### src/rtl/rf_write_arbiter.sv
// ---------------------------------------------------------------------------
// rf_write_arbiter
//
// Shares the single register-file write port between two producers:
//   requester 0 : pipeline write-back stage, fixed priority
//   requester 1 : multi-cycle unit (mul/div, load return), protected from
//                 starvation by a saturating wait counter that eventually
//                 forces a grant in its favour
//
// The write port (writeEn/dest/writeVal) is registered on posedge clk, so it
// is stable when the register file samples it on negedge clk. A transfer
// seen at posedge N shows up on the write port during the cycle after N.
//
// Parameters:
//   WORD_LEN           data width of writeVal
//   REG_FILE_ADDR_LEN  width of a register address
//   MAX_WAIT           consecutive refused cycles before requester 1 is
//                      forced through (legal range 1..15)
//
// Ports:
//   clk, rst           clock (posedge) and asynchronous active-high reset
//   req0_valid/dest/val  write-back request (held until accepted)
//   req0_ready         req0 accepted this cycle (combinational)
//   req1_valid/dest/val  multi-cycle unit request (held until accepted)
//   req1_ready         req1 accepted this cycle (combinational)
//   writeEn            register-file write enable (registered)
//   dest               register-file write address (registered)
//   writeVal           register-file write data (registered)
//   force1             starvation override active (registered)
// ---------------------------------------------------------------------------
module rf_write_arbiter #(
    parameter int WORD_LEN          = 32,
    parameter int REG_FILE_ADDR_LEN = 5,
    parameter int MAX_WAIT          = 4
) (
    input  logic                         clk,
    input  logic                         rst,

    input  logic                         req0_valid,
    input  logic [REG_FILE_ADDR_LEN-1:0] req0_dest,
    input  logic [WORD_LEN-1:0]          req0_val,
    output logic                         req0_ready,

    input  logic                         req1_valid,
    input  logic [REG_FILE_ADDR_LEN-1:0] req1_dest,
    input  logic [WORD_LEN-1:0]          req1_val,
    output logic                         req1_ready,

    output logic                         writeEn,
    output logic [REG_FILE_ADDR_LEN-1:0] dest,
    output logic [WORD_LEN-1:0]          writeVal,
    output logic                         force1
);

    // Arbitration states:
    //   ST_IDLE  : no pressure on requester 1, wait counter is zero
    //   ST_WAIT  : requester 1 is being refused, counter is running
    //   ST_FORCE : requester 1 owns the port for exactly one cycle
    localparam logic [1:0] ST_IDLE  = 2'd0;
    localparam logic [1:0] ST_WAIT  = 2'd1;
    localparam logic [1:0] ST_FORCE = 2'd2;

    localparam logic [3:0] MaxWait = 4'(MAX_WAIT);

    logic [1:0]                   state_q,    state_d;
    logic [3:0]                   waitCnt_q,  waitCnt_d;
    logic                         writeEn_q,  writeEn_d;
    logic [REG_FILE_ADDR_LEN-1:0] dest_q,     dest_d;
    logic [WORD_LEN-1:0]          writeVal_q, writeVal_d;

    logic       forceActive;
    logic       xfer0;
    logic       xfer1;
    logic       req1Blocked;
    logic [3:0] waitCntInc;

    // force1 is a pure decode of the state register, so it is glitch-free
    // and changes only on posedge clk or on reset.
    assign forceActive = (state_q == ST_FORCE);
    assign force1      = forceActive;

    // Ready rules. Requester 0 wins whenever it is valid, except while the
    // starvation override is active. The two readies are never both granted
    // with both valids, so at most one transfer happens per cycle.
    assign req0_ready = ~forceActive;
    assign req1_ready = forceActive | ~req0_valid;

    assign xfer0 = req0_valid & req0_ready;
    assign xfer1 = req1_valid & req1_ready;

    // Requester 1 counts as starving only when it was refused by normal
    // priority; the forced cycle itself never counts.
    assign req1Blocked = req1_valid & ~req1_ready & ~forceActive;

    // Saturating increment of the wait counter.
    assign waitCntInc = (waitCnt_q >= MaxWait) ? MaxWait : (waitCnt_q + 4'd1);

    // Next-state logic for the starvation FSM and its counter. The move into
    // ST_FORCE happens on the same edge at which the counter reaches
    // MAX_WAIT, so requester 1 is refused for exactly MAX_WAIT cycles before
    // it is granted. Withdrawing req1_valid at any point returns to ST_IDLE.
    always_comb begin
        state_d   = state_q;
        waitCnt_d = waitCnt_q;
        case (state_q)
            ST_IDLE: begin
                waitCnt_d = 4'd0;
                if (req1Blocked) begin
                    waitCnt_d = waitCntInc;
                    state_d   = (waitCntInc == MaxWait) ? ST_FORCE : ST_WAIT;
                end
            end
            ST_WAIT: begin
                if (!req1_valid || xfer1) begin
                    state_d   = ST_IDLE;
                    waitCnt_d = 4'd0;
                end else if (req1Blocked) begin
                    waitCnt_d = waitCntInc;
                    if (waitCntInc == MaxWait) begin
                        state_d = ST_FORCE;
                    end
                end
            end
            ST_FORCE: begin
                if (!req1_valid || xfer1) begin
                    state_d   = ST_IDLE;
                    waitCnt_d = 4'd0;
                end
            end
            default: begin
                state_d   = ST_IDLE;
                waitCnt_d = 4'd0;
            end
        endcase
    end

    // Next-state logic for the registered write port. Address and data
    // follow whichever requester transferred; without a transfer they keep
    // their old values so the register file sees a quiet bus. A transfer
    // aimed at register 0 still updates the bus but never raises writeEn,
    // because register 0 is hard-wired to zero.
    always_comb begin
        writeEn_d  = 1'b0;
        dest_d     = dest_q;
        writeVal_d = writeVal_q;
        if (xfer1) begin
            writeEn_d  = |req1_dest;
            dest_d     = req1_dest;
            writeVal_d = req1_val;
        end else if (xfer0) begin
            writeEn_d  = |req0_dest;
            dest_d     = req0_dest;
            writeVal_d = req0_val;
        end
    end

    // State registers. Reset is asynchronous so that a write already
    // presented on the port is withdrawn immediately, without waiting for a
    // clock edge; the arbiter restarts from ST_IDLE.
    always_ff @(posedge clk or posedge rst) begin
        if (rst) begin
            state_q    <= ST_IDLE;
            waitCnt_q  <= 4'd0;
            writeEn_q  <= 1'b0;
            dest_q     <= '0;
            writeVal_q <= '0;
        end else begin
            state_q    <= state_d;
            waitCnt_q  <= waitCnt_d;
            writeEn_q  <= writeEn_d;
            dest_q     <= dest_d;
            writeVal_q <= writeVal_d;
        end
    end

    assign writeEn  = writeEn_q;
    assign dest     = dest_q;
    assign writeVal = writeVal_q;

endmodule

### config.mk
export PLATFORM = sky130hd
export DESIGN_NAME = rf_write_arbiter
export DESIGN_NICKNAME = d
export VERILOG_FILES = /design/src/rtl/rf_write_arbiter.sv
export SDC_FILE = /design/constraint.sdc
export NUM_CORES = 1
export LEC_CHECK = 0
export BUFFER_PORTS_ARGS = -buffer_cell sky130_fd_sc_hd__buf_2
export CAP_MARGIN = 20
export CORE_ASPECT_RATIO = 1.2
export CORE_UTILIZATION = 40
export CTS_BUF_LIST = sky130_fd_sc_hd__clkbuf_4 sky130_fd_sc_hd__clkbuf_8 sky130_fd_sc_hd__clkbuf_16
export DETAILED_ROUTE_END_ITERATION = 12
export PLACE_DENSITY = 0.76
export SYNTH_ARGS = -nofsm -noshare
export SYNTH_HDL_FRONTEND = slang
export SYNTH_SLANG_ARGS = --single-unit
### constraint.sdc
create_clock -name clk -period 1.69 [get_ports clk]
set_clock_uncertainty 0.2 [all_clocks]
set_input_delay 0.4225 -clock clk [delete_from_list [all_inputs] [get_ports clk]]
set_output_delay 0.4225 -clock clk [all_outputs]
set_load 0.05 [all_outputs]
Word-level counts from Yosys, hierarchy flattened --
Index checks and enable logic that the tools add are counted.
Cells by class: reductions and logical operators 8, order comparisons 1, equal/unequal tests 7, mux-type cells 19, $add $sub $neg 1, bitwise logic cells 8
Operator list (number):
- 32-bit two-way mux | 2
- 4-bit two-way mux | 5
- 2-bit two-way mux | 6
- 4-bit case mux with 3 select lines | 1
- 5-bit two-way mux | 2
- 5-bit OR reduction | 2
- 3-bit != test, second input constant | 2
- 2-bit case mux with 3 select lines | 1
- 4-bit by 1-bit adder with 4-bit output, second input constant | 1
- 1-bit bitwise AND | 4
- 4-bit by 3-bit == test with 1-bit output, second input constant | 1
- 4-bit by 3-bit >= comparator with 1-bit output, second input constant | 1
- 4-bit AND reduction | 1
- 1-bit NOT | 3
- 2-bit by 1-bit == test with 1-bit output, second input constant | 1
- 2-bit == test, second input constant | 1
- 2-bit zero test | 1
- 1-bit two-way mux | 2
- 2-bit by 1-bit != test with 1-bit output, second input constant | 1
- 2-bit != test, second input constant | 1
- 2-bit AND reduction | 1
- 2-bit nonzero test | 1
- 1-bit zero test | 1
- 1-bit logical OR | 1
- 1-bit OR | 1
Word-level totals: logic and storage cells 49, bits of input ports 78, bits in registers 44, output and inout port bits 41

Depth between registers and ports, before layout --
Gate-level depths: netlist of run 1.
depth in word-level cells 8, gate-level depth with buffers 5, gate-level depth less buffers 4

Least setup slack after synthesis of run 1 --
Ideal clock, no wire load.
kind reg2reg, start point register state_q[0], end point register dest_q[4] (netlist: dest[4]), setup time 0.125 ns, period minus slack after synthesis 1.857 ns, path buffers 2, setup slack -0.167 ns, arrival time 1.532 ns, stages on the path, launching flop included 6, required time 1.365 ns, cells stage by stage dfrtp_1 nand2b_2 nand2_1 buf_4 buf_6 mux2_2
Between the ends: longest elaborated chain between the ends 4, elaborated cells on any way between the ends 7, classes of those cells eq/ne: 1; mux: 1; bitwise: 4; reduce/logical: 1
RTL lines:
- start: declaration | RTL line 65 | logic [1:0] state_q, state_d;
- start signal: assignment | RTL line 168 | state_q <= state_d;
- 2-bit == test | RTL line 79 | assign forceActive = (state_q == ST_FORCE);
- 1-bit NOT | RTL line 85 | assign req0_ready = ~forceActive;
- net req0_ready | RTL line 42 | output logic req0_ready,
- 1-bit bitwise AND | RTL line 88 | assign xfer0 = req0_valid & req0_ready;
- 2-bit nonzero test (no source line)
- end signal: assignment | RTL line 171 | dest_q <= dest_d;
- end: declaration | RTL line 68 | logic [REG_FILE_ADDR_LEN-1:0] dest_q, dest_d;
The timed path passes the listed nets, and every way through them passes these cells. A chain may end at the register's enable or synchronous reset.

Final worst setup path of run 1 --
start point register state_q[1], end point output req0_ready
Between the ends: longest elaborated chain between the ends 2
RTL lines (RTL line):
- 2-bit == test | 79
- 1-bit NOT | 85
- end: declaration | 42
No other way between the ends.

==> impl_metrics.tcl, run 1 <==
set metrics [dict create \
    setup_viol 0 \
    synthCells 147 \
    drtPass1Iterations 4 \
    synth_top_family_by_area "multiplexers" \
    num_antenna_cells 0 \
    finalHoldViolCount 0 \
    place_area_um2 2854 \
    clkSinkCount 44 \
    critical_path_class "reg -> out" \
    p_sw_w 0.0009797 \
    worst_ir_drop_vdd_mv 0.5260 \
    design.core.area_um2 5045 \
    clk_pin_slew_ns 0.08 \
    crit_required_ns 1.07 \
    synthMuxAreaShare 0.4053 \
    yosys.area_share.simple 0.03949 \
    avgViaCountPerCell 4.979 \
    grt_pass1_vias 1673 \
    post-route-min-period_ns 1.683 \
    endpoint_kind "primary output" \
    cell_internal_pwr_w 0.001896 \
    r2r_cells 5 \
    fin_cells 333 \
    die_w_um 69.00 \
    leakage_nw 1.495 \
    cts_root_buf "clkbuf_8" \
    final-max-slew-violation-count 0 \
    syn_avg_cell_area_um2 14.66 \
    start_util 0.4271 \
    row_count 28 \
    arrival_ns 1.06 \
    rsz0062_at_grt "true" \
    wl_per_cell_um 13.64 \
    place_ws_ns -0.01134 \
    clk-insertion-delay-late_ns 0.29 \
    track_usage 0.1641 \
    power.share.sequential 0.422 \
    max_stage_delay_ns 0.41 \
    drt_iter0_drc 44 \
    synth-seq-cells 44 \
    hold_path.class "in -> reg" \
    die_h_um 82.40 \
    cpMaxStageDelayCell "dfrtp_1" \
    gr-total-overflow 0 \
    portBuffers 118 \
    grt_pass1_wl_um 6865 \
    p_per_area_nw_per_um2 954.6 \
    fin_nets 351 \
    synth-seq-area-share 0.5110 \
    reg2reg_slack_ns 0.12 \
    ant_nets 0 \
    routabilityCongestion 0.6534 \
    finalInstanceArea_um2 3013 \
    drt-total-wl_um 4541 \
    synthXorXnorAreaFrac 0 \
    fin_util 0.5972 \
    grt_max_degree 45 \
    p_clk_frac 0.243 \
    synth_cell_types 21 \
    synth-compound-area-share 0.004646 \
    start_kind "flip-flop" \
    clock.fmax_ghz 0.5941 \
    numCtsBuffers 5 \
    switching_share 0.3406 \
    reg2reg_to "writeVal[1]" \
    drive_gt1_frac 0.7766 \
    cts_max_path_buffers 2 \
    final.period_utilization 0.9960 \
    vias 1658 \
    h-tree-depth 2 \
    p_comb_frac 0.334 \
    die_area_um2 5685 \
    mappedNetlistArea_um2 2155 \
    antenna_found_initial 0 \
    max_cap_viol_count 0 \
    hold_end "writeVal[10]" \
    layout_setup_ws_ns 0.006738 \
    dp_hpwl_um 3385 \
    cts_tree "done" \
    io-pin-count 119 \
    critPathMaxFanout 3 \
    syn_to_final_growth_pct 39.84 \
    syn-num-nets 226 \
    run_status "finished, final reports clean" \
    hold_start "req0_val[10]" \
    placedCellCount 322 \
    whs_path_depth 2 \
    worstPathCellList "nand2b_4 > clkbuf_4" \
    rr_startpoint "state_q[0]" \
    drc 0 \
    finalPower_w 0.002876 \
    yosysWarnings 0 \
    synth-adder-area-share 0.005807 \
]
-- logic make-up after synthesis --
| group | count (synthesis) |
|---|---|
| buf+inv | 10 |
| compound gates | 2 |
| simple gates | 14 |
| flops | 44 |
| mux | 75 |
| fa+ha+maj | 1 |
| other cells | 1 |
-- synth_stat cells --
cell	number	area (µm²)
conb_1	1	3.750
nor3_1	1	5.000
or4_1	2	15.01
buf_6	3	33.78
buf_2	4	20.02
nand3b_2	1	11.26
nor2_1	4	15.01
inv_1	2	7.510
nand3b_1	1	7.510
ha_1	1	12.51
mux2_2	66	743.2
buf_4	1	7.510
nor4_1	1	6.260
nand2_1	2	7.510
mux2i_1	1	10.01
a21oi_1	1	5.000
o21ai_0	1	5.000
mux2_4	8	120.1
nand2b_2	1	8.760
nor4b_1	1	8.760
dfrtp_1	44	1101
-- area by class of cell --
cell class / instances / area [µm²]
clock buffer: 8 / 97.59
tap: 60 / 75.07
sequential: 44 / 1101
fill: 417 / 2032
inverter: 2 / 7.507
multi-input combinational: 93 / 1006
timing repair buffer: 126 / 725.7
-- critical path: cells and delay by family, from the launching register on --
family	cells	cell delay, ns
AND/OR/NAND/NOR	1	0.12
buffers and inverters	1	0.24
flip-flops	1	0.41
-- state kept, by name, indices dropped and copies added (netlist names) --
signal and cells:
state_q 2, writeVal 32, dest 5, waitCnt_q 4, writeEn 1
-- routing by layer --
layer  GRT usage  up-vias  part of all wire
met5           0        -                 0
met4     0.06327        0             0.013
met3     0.05220        7             0.091
met2      0.3058       85              0.51
met1      0.1646      784              0.39
li1            -      782                 -
-- what timing repair did --
action | CTS | global route
hold buffers | 1 | 0
gates resized for setup | 5 | 5
endpoints found under the setup margin | 2 | 3
hold endpoints to repair | 44 | 0
setup buffers | 0 | 2
pin swaps | 1 | 1
-- cell usage in the layout, fill, tap and decap left out --
cell / instances
nor2_1: 4
mux2_4: 8
inv_2: 2
buf_2: 115
or4_1: 2
mux2_2: 66
buf_12: 4
nor4b_1: 1
clkbuf_8: 6
nor4_1: 1
ha_1: 1
nand2_1: 1
nand3b_2: 1
a21oi_1: 1
buf_4: 3
nor3_1: 1
clkbuf_4: 3
dfrtp_1: 44
dlygate4sd3_1: 1
nand2b_4: 1
conb_1: 1
nand2_8: 1
mux2i_1: 1
buf_8: 2
o21ai_0: 1
nand3b_1: 1
-- worst max-delay path by stage --
stage	from	end	slack [ns]	depth (start not counted)
2_1_floorplan	state_q[0]	dest[4]	0.02	5
3_3_place_gp	req1_valid	dest[2]	0.003	4
3_5_place_dp	req1_valid	dest[2]	-0.01	4
4_1_cts	state_q[0]	req1_ready	-0.03	3
5_1_grt	state_q[0]	req1_ready	-0.04	3
6_report	state_q[1]	req0_ready	0.007	2
-- power groups by stage --
stage,Clock (W),Combinational [W],Sequential [W]
after floorplan,0,0.000311,0.00161
after global placement,0,0.000936,0.00123
after detailed placement,0,0.000949,0.00124
after CTS,0.000732,0.000959,0.00122
after global routing,0.000773,0.00102,0.00123
final,0.000700,0.000961,0.00122
-- per-stage QoR --
step	hold WS, ns	setup TNS [ns]
floorplan	0.2379	0
global placement	0.2636	0
detailed placement	0.2690	-0.04804
CTS	0.1468	-0.03179
global route	0.1422	-0.1166
finish	0.1584	0
No activity file was read; power rests on OpenSTA's default activity.
==> run 2: changes to the inputs <==
--- a/config.mk
+++ b/config.mk
@@ -12,6 +12,7 @@
 export CTS_BUF_LIST = sky130_fd_sc_hd__clkbuf_4 sky130_fd_sc_hd__clkbuf_8 sky130_fd_sc_hd__clkbuf_16
 export DETAILED_ROUTE_END_ITERATION = 12
 export PLACE_DENSITY = 0.76
+export SETUP_SLACK_MARGIN = 0.3
 export SYNTH_ARGS = -nofsm -noshare
 export SYNTH_HDL_FRONTEND = slang
 export SYNTH_SLANG_ARGS = --single-unit
==> constraint.sdc (replaced) <==
create_clock -name clk -period 1.69 [get_ports clk]
set_clock_uncertainty 0.2 [all_clocks]
set_input_delay 0.4225 -clock clk [delete_from_list [all_inputs] [get_ports clk]]
set_output_delay 0.4225 -clock clk [all_outputs]
set_load 0.02 [all_outputs]
==> impl_metrics.tcl, run 2 (synthesized netlist as in run 1, its figures left out) <==
set metrics [dict create \
    arrival_ns 1.05 \
    layout_common_cells "buf_2, mux2_4, buf_6, dfrtp_1, mux2_2" \
    antenna_found_initial 0 \
    design.core.area_um2 5045 \
    drtPass1Iterations 4 \
    cts_tree "done" \
    dp_hpwl_um 3719 \
    grt_max_degree 45 \
    final.period_utilization 0.9878 \
    h-tree-depth 2 \
    hold_path.class "in -> reg" \
    clock.fmax_ghz 0.5990 \
    max_cap_viol_count 0 \
    num_antenna_cells 0 \
    critPathMaxFanout 3 \
    post-route-min-period_ns 1.669 \
    cts_max_path_buffers 2 \
    largest_reg_flops 32 \
    drt-total-wl_um 6052 \
    final_common_cell "buf_2" \
    gr-total-overflow 0 \
    cpMaxStageDelayCell "dfrtp_1" \
    fin_cells 353 \
    worst_ir_drop_vdd_mv 0.5458 \
    vias 1775 \
    fin_util 0.7386 \
    place_area_um2 2923 \
    run_status "finished, final reports clean" \
    die_h_um 82.40 \
    worstPathCellList "nand2b_4 > nand2_8 > buf_6" \
    routabilityCongestion 0.7544 \
    portBuffers 118 \
    start_kind "flip-flop" \
    die_area_um2 5685 \
    setup_viol 0 \
    start_util 0.4271 \
    grt_pass1_vias 1854 \
    numCtsBuffers 5 \
    die_w_um 69.00 \
    hold_slack_ns 0.1512 \
    fin_nets 371 \
    clkSinkCount 44 \
    clk-insertion-delay-late_ns 0.29 \
    row_count 28 \
    finalInstanceArea_um2 3726 \
    ant_nets 0 \
    finalHoldViolCount 0 \
    p_per_area_nw_per_um2 907.1 \
    placedCellCount 324 \
    grt_pass1_wl_um 8314 \
    critical_path_class "reg -> out" \
    rsz0062_at_grt "true" \
    fill_cells 317 \
    syn_to_final_growth_pct 72.94 \
    avgViaCountPerCell 5.028 \
    wl_per_cell_um 17.14 \
    cts_root_buf "clkbuf_8" \
    crit_required_ns 1.07 \
    leakage_nw 1.915 \
    drive_gt1_frac 0.7952 \
    drt_iter0_drc 69 \
    final-max-slew-violation-count 0 \
    max_stage_delay_ns 0.38 \
    endpoint_kind "primary output" \
    clk_pin_slew_ns 0.09 \
    io-pin-count 119 \
    track_usage 0.2014 \
    drc 0 \
]
run 2: changes by cell type in the layout (fill, tap and decap cells not counted), sizes merged:
cell	previous run	this run
clkinvlp	0	1
inv	2	1
clkbuf	9	5
bufinv	0	3
buf	124	145
run 2: metal layers:
metal	wire length [µm]	vias to the layer above	global-route usage	part of all wire
li1	-	818	-	-
met1	2247	877	0.2113	0.37
met2	3419	72	0.3932	0.56
met3	333	8	0.05220	0.055
met4	52	0	0.03673	0.0086
met5	0	-	0	0
run 2: power by group:
part           total, W  switching, W  internal [W]
clock network   0.00109      0.000355      0.000739
logic           0.00104      0.000401      0.000641
registers       0.00124     0.0000796       0.00116
run 2: path summary, 6_finish.rpt:
kind                                    from  depth (start not counted)  slack [ns]           end
worst min register to register  waitCnt_q[0]                          1        0.28  waitCnt_q[0]
worst min-delay path            req0_val[25]                          2        0.15  writeVal[25]
max in group asynchronous                rst                          4        0.55  writeVal[15]
worst max register to register    state_q[1]                          6        0.04   writeVal[2]
min in group asynchronous                rst                          4        0.52  writeVal[19]
worst max-delay path              state_q[0]                          3        0.02    req1_ready
run 2: area by class of cell:
type	instances	area [µm²]	area share
Clock buffer	5	68.82	0.01847
Tap cell	60	75.07	0.02015
Multi-Input combinational cell	93	1174	0.3150
Sequential cell	44	1101	0.2955
Clock inverter	3	90.09	0.02418
Inverter	2	11.26	0.003022
Timing Repair Buffer	146	1206	0.3237
run 2: per-stage QoR:
stage	setup slack (ns)	total power [W]	setup TNS, ns
3_5_place_dp	-0.03616	0.001962	-0.07807
2_1_floorplan	0.1539	0.001702	0
3_3_place_gp	-0.0002894	0.001940	-0.0002894
5_1_grt	-0.01192	0.003527	-0.01192
6_report	0.02064	0.003380	0
4_1_cts	0.009225	0.003306	0
run 2: what timing repair did:
action	4_1_cts	5_1_grt
endpoints found under the hold margin	44	0
pin swaps	1	2
gates cloned	2	0
setup buffers	12	6
resized for setup	94	35
hold buffers	1	0
endpoints found under the setup margin	79	81
run 2: critical path: cells and delay by family (launching register included):
| kind | cells | cell delay (ns) |
|---|---|---|
| and+or+nand+nor | 2 | 0.26 |
| buffers and inverters | 1 | 0.11 |
| DFF | 1 | 0.38 |
